## src/rtl/gray_cnt_pkg.sv

```systemverilog
// -----------------------------------------------------------------------------
// gray_cnt_pkg
// Shared definitions for the Gray-code counter sequencer:
//   - command opcodes (2-bit, fully decoded)
//   - controller state enum
//   - bin2gray / gray2bin conversion helpers
// The conversion helpers take zero-extended values up to GRAY_MAX_W bits, so
// any counter width up to GRAY_MAX_W uses them unchanged. The caller truncates
// the result to its own WIDTH.
// Optional feature macro: GRAY_CNT_CTRL_DOWN_EN. When it is defined, opcode 00
// becomes RUN_DOWN instead of NOP.
// -----------------------------------------------------------------------------
package gray_cnt_pkg;

   localparam int GRAY_MAX_W = 32;

   localparam logic [1:0] OP_NOP  = 2'b00;
   localparam logic [1:0] OP_LOAD = 2'b01;
   localparam logic [1:0] OP_STEP = 2'b10;
   localparam logic [1:0] OP_RUN  = 2'b11;
`ifdef GRAY_CNT_CTRL_DOWN_EN
   localparam logic [1:0] OP_RUN_DOWN = 2'b00;
`endif

   typedef enum logic {
      ST_IDLE = 1'b0,
      ST_RUN  = 1'b1
   } state_e;

   function automatic logic [GRAY_MAX_W-1:0] bin2gray(input logic [GRAY_MAX_W-1:0] b);
      return b ^ (b >> 1);
   endfunction

   // Prefix XOR from the MSB down. Zero-extended upper bits stay zero.
   function automatic logic [GRAY_MAX_W-1:0] gray2bin(input logic [GRAY_MAX_W-1:0] g);
      logic [GRAY_MAX_W-1:0] b;
      b[GRAY_MAX_W-1] = g[GRAY_MAX_W-1];
      for (int i = GRAY_MAX_W - 2; i >= 0; i--) begin
         b[i] = b[i+1] ^ g[i];
      end
      return b;
   endfunction

endpackage

```

## src/rtl/gray_cnt_ctrl_if.sv

```systemverilog
// -----------------------------------------------------------------------------
// gray_cnt_ctrl_if
// Command and status bundle between the issuing logic (master) and the
// gray_cnt_ctrl sequencer (slave).
//   cmd_valid/cmd_ready/cmd_op/cmd_data : command handshake
//   abort                               : halt an active RUN
//   q, busy, done, aborted              : count value and status pulses
//   dir (GRAY_CNT_CTRL_DOWN_EN only)    : STEP direction, 1 = down
// -----------------------------------------------------------------------------
interface gray_cnt_ctrl_if #(parameter int WIDTH = 4);
   logic             cmd_valid;
   logic             cmd_ready;
   logic [1:0]       cmd_op;
   logic [WIDTH-1:0] cmd_data;
   logic             abort;
   logic [WIDTH-1:0] q;
   logic             busy;
   logic             done;
   logic             aborted;
`ifdef GRAY_CNT_CTRL_DOWN_EN
   logic             dir;

   modport master (output cmd_valid, cmd_op, cmd_data, abort, dir,
                   input  cmd_ready, q, busy, done, aborted);
   modport slave  (input  cmd_valid, cmd_op, cmd_data, abort, dir,
                   output cmd_ready, q, busy, done, aborted);
`else
   modport master (output cmd_valid, cmd_op, cmd_data, abort,
                   input  cmd_ready, q, busy, done, aborted);
   modport slave  (input  cmd_valid, cmd_op, cmd_data, abort,
                   output cmd_ready, q, busy, done, aborted);
`endif
endinterface

```

## src/rtl/gray_cnt_core.sv

```systemverilog
// -----------------------------------------------------------------------------
// gray_cnt_core
// WIDTH-bit Gray counter register with its next-code logic.
//   clk, rst   : clock and synchronous active-high reset (q -> 0)
//   en         : advance one code in direction dir (0 = up, 1 = down)
//   ld, ld_val : load ld_val (takes priority over en)
//   q          : current Gray code
//   q_adv      : code that en would produce this cycle. The controller uses it
//                to detect reaching the target on the same edge.
// -----------------------------------------------------------------------------
module gray_cnt_core
   import gray_cnt_pkg::*;
#(
   parameter int WIDTH = 4
) (
   input  logic             clk,
   input  logic             rst,
   input  logic             en,
   input  logic             ld,
   input  logic [WIDTH-1:0] ld_val,
   input  logic             dir,
   output logic [WIDTH-1:0] q,
   output logic [WIDTH-1:0] q_adv
);

   localparam logic [WIDTH-1:0] ONE = WIDTH'(1);

   logic [WIDTH-1:0] q_q, q_d;
   logic [WIDTH-1:0] bin_cur, bin_step;

   // Step in binary at WIDTH bits so the +/-1 wraps modulo 2^WIDTH before the
   // value is re-encoded as Gray code.
   assign bin_cur  = WIDTH'(gray2bin(GRAY_MAX_W'(q_q)));
   assign bin_step = dir ? (bin_cur - ONE) : (bin_cur + ONE);
   assign q_adv    = WIDTH'(bin2gray(GRAY_MAX_W'(bin_step)));

   always_comb begin
      q_d = q_q;
      if (ld) begin
         q_d = ld_val;
      end else if (en) begin
         q_d = q_adv;
      end
   end

   always_ff @(posedge clk) begin
      if (rst) begin
         q_q <= '0;
      end else begin
         q_q <= q_d;
      end
   end

   assign q = q_q;

endmodule

```

## src/rtl/gray_cnt_ctrl.sv

```systemverilog
// -----------------------------------------------------------------------------
// gray_cnt_ctrl
// Command-driven sequencer for a Gray-code counter. It accepts LOAD, STEP and
// RUN commands and runs the counter until it reaches a target code.
//   clk : rising-edge clock
//   rst : synchronous active-high reset
//   bus : gray_cnt_ctrl_if slave
//         - command handshake
//         - abort
//         - q, busy, done, aborted
// Optional feature macro: GRAY_CNT_CTRL_DOWN_EN.
//   - Opcode 00 becomes RUN_DOWN.
//   - STEP follows bus.dir.
// When the macro is undefined, the counter counts up only and opcode 00 is NOP.
// The counter register itself lives in gray_cnt_core. This module contains the
// FSM, the target register and the done/aborted pulse registers.
// -----------------------------------------------------------------------------
module gray_cnt_ctrl
   import gray_cnt_pkg::*;
#(
   parameter int WIDTH = 4
) (
   input  logic           clk,
   input  logic           rst,
   gray_cnt_ctrl_if.slave bus
);

   state_e           state_q, state_d;
   logic [WIDTH-1:0] target_q, target_d;
   logic             run_dir_q, run_dir_d;
   logic             done_q, done_d;
   logic             aborted_q, aborted_d;

   logic             accept;
   logic             op_is_run, op_run_dir, step_dir;
   logic             core_en, core_ld, core_dir;
   logic             reach;
   logic [WIDTH-1:0] q_cur, q_adv;

`ifdef GRAY_CNT_CTRL_DOWN_EN
   assign step_dir   = bus.dir;
   assign op_is_run  = (bus.cmd_op == OP_RUN) || (bus.cmd_op == OP_RUN_DOWN);
   assign op_run_dir = (bus.cmd_op == OP_RUN_DOWN);
`else
   assign step_dir   = 1'b0;
   assign op_is_run  = (bus.cmd_op == OP_RUN);
   assign op_run_dir = 1'b0;
`endif

   assign bus.cmd_ready = (state_q == ST_IDLE) && !rst;
   assign accept        = bus.cmd_valid && bus.cmd_ready;
   // Compare the code the next advance would produce. Completion therefore
   // lands on the same edge as the final advance.
   assign reach         = (q_adv == target_q);

   gray_cnt_core #(.WIDTH(WIDTH)) u_core (
      .clk    (clk),
      .rst    (rst),
      .en     (core_en),
      .ld     (core_ld),
      .ld_val (bus.cmd_data),
      .dir    (core_dir),
      .q      (q_cur),
      .q_adv  (q_adv)
   );

   // State, target and pulse registers
   always_ff @(posedge clk) begin
      if (rst) begin
         state_q   <= ST_IDLE;
         target_q  <= '0;
         run_dir_q <= 1'b0;
         done_q    <= 1'b0;
         aborted_q <= 1'b0;
      end else begin
         state_q   <= state_d;
         target_q  <= target_d;
         run_dir_q <= run_dir_d;
         done_q    <= done_d;
         aborted_q <= aborted_d;
      end
   end

   // Next-state logic
   always_comb begin
      state_d   = state_q;
      target_d  = target_q;
      run_dir_d = run_dir_q;
      case (state_q)
         ST_IDLE: begin
            if (accept && op_is_run) begin
               state_d   = ST_RUN;
               target_d  = bus.cmd_data;
               run_dir_d = op_run_dir;
            end
         end
         ST_RUN: begin
            if (reach || bus.abort) begin
               state_d = ST_IDLE;
            end
         end
         default: state_d = ST_IDLE;
      endcase
   end

   // Output and datapath control
   always_comb begin
      core_en   = 1'b0;
      core_ld   = 1'b0;
      core_dir  = step_dir;
      done_d    = 1'b0;
      aborted_d = 1'b0;
      case (state_q)
         ST_IDLE: begin
            if (accept) begin
               case (bus.cmd_op)
                  OP_LOAD: begin
                     core_ld = 1'b1;
                     done_d  = 1'b1;
                  end
                  OP_STEP: begin
                     core_en = 1'b1;
                     done_d  = 1'b1;
                  end
                  default: ;
               endcase
            end
         end
         ST_RUN: begin
            core_dir = run_dir_q;
            // Reaching the target takes priority over a simultaneous abort.
            if (reach) begin
               core_en = 1'b1;
               done_d  = 1'b1;
            end else if (bus.abort) begin
               aborted_d = 1'b1;
            end else begin
               core_en = 1'b1;
            end
         end
         default: ;
      endcase
   end

   assign bus.q       = q_cur;
   assign bus.busy    = (state_q == ST_RUN);
   assign bus.done    = done_q;
   assign bus.aborted = aborted_q;

endmodule

```

## src/flat_wrapper.sv

```systemverilog
// flat-port wrapper written by rule: the top's interface ports become plain ports
module gray_cnt_ctrl_flat import gray_cnt_pkg::*;
#(
   parameter int WIDTH = 4
)
  (clk, rst, bus_cmd_valid, bus_cmd_op, bus_cmd_data, bus_abort, bus_cmd_ready, bus_q, bus_busy, bus_done, bus_aborted);
  gray_cnt_ctrl_if #(.WIDTH(WIDTH)) bus_i ();
  input  logic clk;
  input  logic rst;
  input wire logic [$bits(bus_i.cmd_valid)-1:0] bus_cmd_valid;
  input wire logic [$bits(bus_i.cmd_op)-1:0] bus_cmd_op;
  input wire logic [$bits(bus_i.cmd_data)-1:0] bus_cmd_data;
  input wire logic [$bits(bus_i.abort)-1:0] bus_abort;
  output wire logic [$bits(bus_i.cmd_ready)-1:0] bus_cmd_ready;
  output wire logic [$bits(bus_i.q)-1:0] bus_q;
  output wire logic [$bits(bus_i.busy)-1:0] bus_busy;
  output wire logic [$bits(bus_i.done)-1:0] bus_done;
  output wire logic [$bits(bus_i.aborted)-1:0] bus_aborted;
  assign bus_i.cmd_valid = bus_cmd_valid;
  assign bus_i.cmd_op = bus_cmd_op;
  assign bus_i.cmd_data = bus_cmd_data;
  assign bus_i.abort = bus_abort;
  assign bus_cmd_ready = bus_i.cmd_ready;
  assign bus_q = bus_i.q;
  assign bus_busy = bus_i.busy;
  assign bus_done = bus_i.done;
  assign bus_aborted = bus_i.aborted;
  gray_cnt_ctrl #(.WIDTH(WIDTH)) u_core (.clk(clk), .rst(rst), .bus(bus_i));
endmodule
```

## config.mk

```make
export PLATFORM = sky130hd
export DESIGN_NAME = gray_cnt_ctrl_flat
export DESIGN_NICKNAME = d
export VERILOG_FILES = /design/src/rtl/gray_cnt_pkg.sv /design/src/rtl/gray_cnt_ctrl_if.sv /design/src/rtl/gray_cnt_core.sv /design/src/rtl/gray_cnt_ctrl.sv /design/src/flat_wrapper.sv
export SDC_FILE = /design/constraint.sdc
export NUM_CORES = 1
export LEC_CHECK = 0
export ABC_AREA = 1
export BUFFER_PORTS_ARGS = -buffer_cell sky130_fd_sc_hd__buf_2
export CORE_MARGIN = 1.5
export CORE_UTILIZATION = 40
export DETAILED_ROUTE_END_ITERATION = 7
export SLEW_MARGIN = 20
export SYNTH_ARGS = -nofsm -noshare
export SYNTH_HDL_FRONTEND = slang
export SYNTH_HIERARCHICAL = 1
export SYNTH_SLANG_ARGS = --single-unit
```

## constraint.sdc

```tcl
create_clock -name clk -period 3 [get_ports clk]
set_input_delay 0 -clock clk [delete_from_list [all_inputs] [get_ports clk]]
set_output_delay 0 -clock clk [all_outputs]
set_load 0.1 [all_outputs]
```

==> metrics.md <==
| Metric | Value |
|---|---|
| Status | completed |
| Final worst path period share | 88.1% |
| Worst Skew | 0.000904 ns |
| Nets@finish | 170 |
| Placed wire-length estimate | about 1400 um |
| Buf+Inv Stages, Crit Path | 4 |
| Core area | ~0.0020 mm2 |
| Crit path DAT | 2.85 ns |
| CP most frequent cell | nand2_1 |
| Max-slew violation total from the final report | 0 |
| Final wirelength | 1730 um |
| Slowest cell on crit path | dfxtp_2 |
| Flops & latches, synth | 11 |
| Max FO, Critical Path | 5 |
| Top delay family on crit path | simple AND/OR/NAND/NOR gates |
| Xor/xnor cell area share of the yosys netlist | 2.95% |
| CTS Buf Count | 3 |
| Clk root buf | clkbuf_4 |
| GRT Total Usage | 15.7% |
| Routability cong. | approximately 0.79 |
| Row Count | 16 |
| Synthesized-area fraction occupied by and/or/nand/nor cells | 41.2% |
| Layout cells sized above 1 | 26.6% |
| Static Leakage | 0.526 nW |
| Number of remaining DRC errors | 0 |
| Die Area | 0.00240 mm2 |
| Post-DR vias/cell | 4.57 |
| Mean Syn Cell Area | 6.57 um2 |
| Vias in the first global route | 712 |
| Die W | 49.0 um |
| Worst R2R End | u_core/u_core/q[0] |
| Post-placement cell count | around 180 |
| CTS tree | yes |
| Initial Util | 42.7% |
| Reported max-cap violation count | 0 |
| Req. time, crit path | between 3 and 4 ns |
| Pre-antenna DRT Iters | 4 |
| R2r startpoint | u_core/u_core/q[2] |
| Worst Hold Class | in -> reg |
| First-pass GRT wire length | 3010 um |
| Crit path kind | reg -> reg |
| Most common cell after layout, fill and taps aside | nand2_1 |
| Largest family of logic cells by synthesized area | simple AND/OR/NAND/NOR gates |
| Die H | 49.0 um |
| Most frequent cells in the layout | nand2_1 (38), inv_1 (22), buf_2 (17) |
| Clock insertion delay at the later pin of the skew report | 0.26 ns |
| Post-synthesis mux area share | 0% |
| Initial antenna violation count | 0 |
| Post-synth top area share | about a quarter |
| Largest net degree at the start of global routing | 13 |
| Syn-to-layout area delta | 20.1% |
| Top cells by area, synth | dfxtp_1 (26%), nand2_1 (17%), inv_1 (9.7%), nand3_1 (7.7%), ha_1 (7.4%) |
| Worst hold stages | 3 |
| Setup TNS | 0 ns |
| Power per standard cell area | about 480 mW/mm2 |
| Minimum clock period after layout | about 2.6 ns |
| Detail Route Antenna Nets | 0 |
| Max rail drop VDD | 0.303 mV |
| Diodes inserted | 0 |
| Total grt overflow | 0 |
| F_max | 379 MHz |
| Syn Std Cell Area | 847 um2 |
| Hold_sp | bus_cmd_data[0] |
| Cells after synthesis | 129 |
| CP max stage delay | 0.34 ns |
| CTS max path bufs | 2 |
| CP Cell Sequence | inv_1 -> nand2_1 -> nand3_2 -> nand2_2 -> ha_1 -> nand2_1 -> inv_1 -> nand3_2 -> nand2_1 -> nand2_1 -> nand3_1 -> and2_1 -> nand2_1 -> nand2_1 -> nor2_2 -> nand3_1 -> nand3b_1 -> inv_1 -> nor2_2 -> nand2_1 -> a31o_2 -> inv_1 |
| Crit. End Element | flop |
| Clock-pin transition on the worst setup and hold timing paths | 0.07 ns |
| Non-Filler Instances | between 150 and 200 |
| Largest area contributor in the netlist | dfxtp_1 |
| Reg2reg path depth | 22 |
| Distinct cells, synth | 23 |
| Ys Warns | 6 |
| Synth Area in Adders | 7.39% |
| Worst setup SP type | flop |
| Number of port buffers | 17 |
| R2r setup slk | 0.36 ns |
| CTS sink count | 11 |
| IO Pins | 18 |
| Final Hold Viols | 0 |
| Final setup vio count | 0 |
| Initial DRC Count | 13 |
| Crit path launch | u_core/u_core/q[2] |
| Wire per inst | 9.55 um |
| WHS Endpoint | u_core/target_q[0] |
| Via count | 827 |
| Sequential area share after synthesis | around a quarter |
| CTS H-tree depth | 1 |
| Synth Area in Compound Gates | 10.0% |
[worst max path at each step]
| stage | end | slack, ns | depth (start not counted) |
|---|---|---|---|
| 2_1_floorplan | u_core/u_core/q[0] | 0.004 | 19 |
| 3_3_place_gp | u_core/u_core/q[0] | 0.33 | 22 |
| 3_5_place_dp | u_core/u_core/q[0] | 0.28 | 22 |
| 4_1_cts | u_core/u_core/q[0] | 0.26 | 22 |
| 5_1_grt | u_core/u_core/q[0] | -0.002 | 21 |
| 6_report | u_core/u_core/q[0] | 0.36 | 22 |
[per-stage QoR]
stage                     utilization, %  instance area [um2]  worst slack (ns)  power, mW  hold WS [ns]
after floorplan                        -                  868           0.00383      0.350        0.0551
after global placement              49.2                  976             0.329      0.385         0.270
after detailed placement            49.2                  976             0.279      0.388         0.280
after CTS                           51.1                 1010             0.260      0.488        0.0170
after global routing                51.3                 1020          -0.00234      0.527        0.0327
final                               51.3                 1020             0.358      0.485        0.0311
[timing repair]
action	CTS	global route
setup buffers	0	0
hold buffers	1	0
endpoints found under the hold margin	1	0
gates resized for setup	0	2
setup endpoints to repair	0	4
[cell type report]
class / instances / area (um2)
fillers: 210 / 965
multi-input cells: 97 / 548
flip-flops and latches: 11 / 224
repair buffers: 18 / 95.1
inverters: 24 / 90.1
well taps: 27 / 33.8
clock buffers: 4 / 26.3
[state kept, by name, indices dropped and copies added, names as in the netlist]
signal	flops
u_core/bus.done	1
u_core/bus.aborted	1
u_core/target_q	4
u_core/u_core/q	4
u_core/bus.busy	1
[where the power goes]
part,switching (mW),internal (mW)
sequential,0.00785,0.153
combinational,0.153,0.0734
clock,0.0459,0.0513
[synth_stat cells]
cell type,n
a22oi_1,3
a21oi_1,9
nor2_1,6
inv_1,22
and3_1,1
nand3_1,13
nand3b_1,1
dfxtp_1,11
or2_4,1
nand2_1,38
a21oi_2,1
ha_1,5
and2_1,1
xnor2_1,1
conb_1,1
xnor2_2,1
buf_6,1
nor3b_4,1
nand2_2,5
a31o_2,1
nand3_2,4
inv_2,1
clkinv_1,1
[metal layers]
| metal | global-route usage (%) | share of wire (%) | up-vias |
|---|---|---|---|
| li1 | - | - | 455 |
| met1 | 21.3 | 53 | 354 |
| met2 | 25.6 | 44 | 18 |
| met3 | 3.68 | 3.6 | 0 |
| met4 | 2.86 | 0 | 0 |
| met5 | 0 | 0 | - |
[cell families (layout without fill, tap and decap cells)]
kind of cell / Yosys count / count (layout)
and+or+nand+nor: 71 / 71
xor gates and xnor gates: 2 / 2
other: 1 / 5
adders and majority gates: 5 / 5
buffers and inverters: 25 / 46
DFF: 11 / 11
AOI/OAI and AO/OA: 14 / 14
[tightest hold or removal path, stage by stage]
cell and delay [ns]:
buf_2 0.11, nand3_1 0.07, a21oi_1 0.06
No activity file was read; power rests on OpenSTA's default activity.
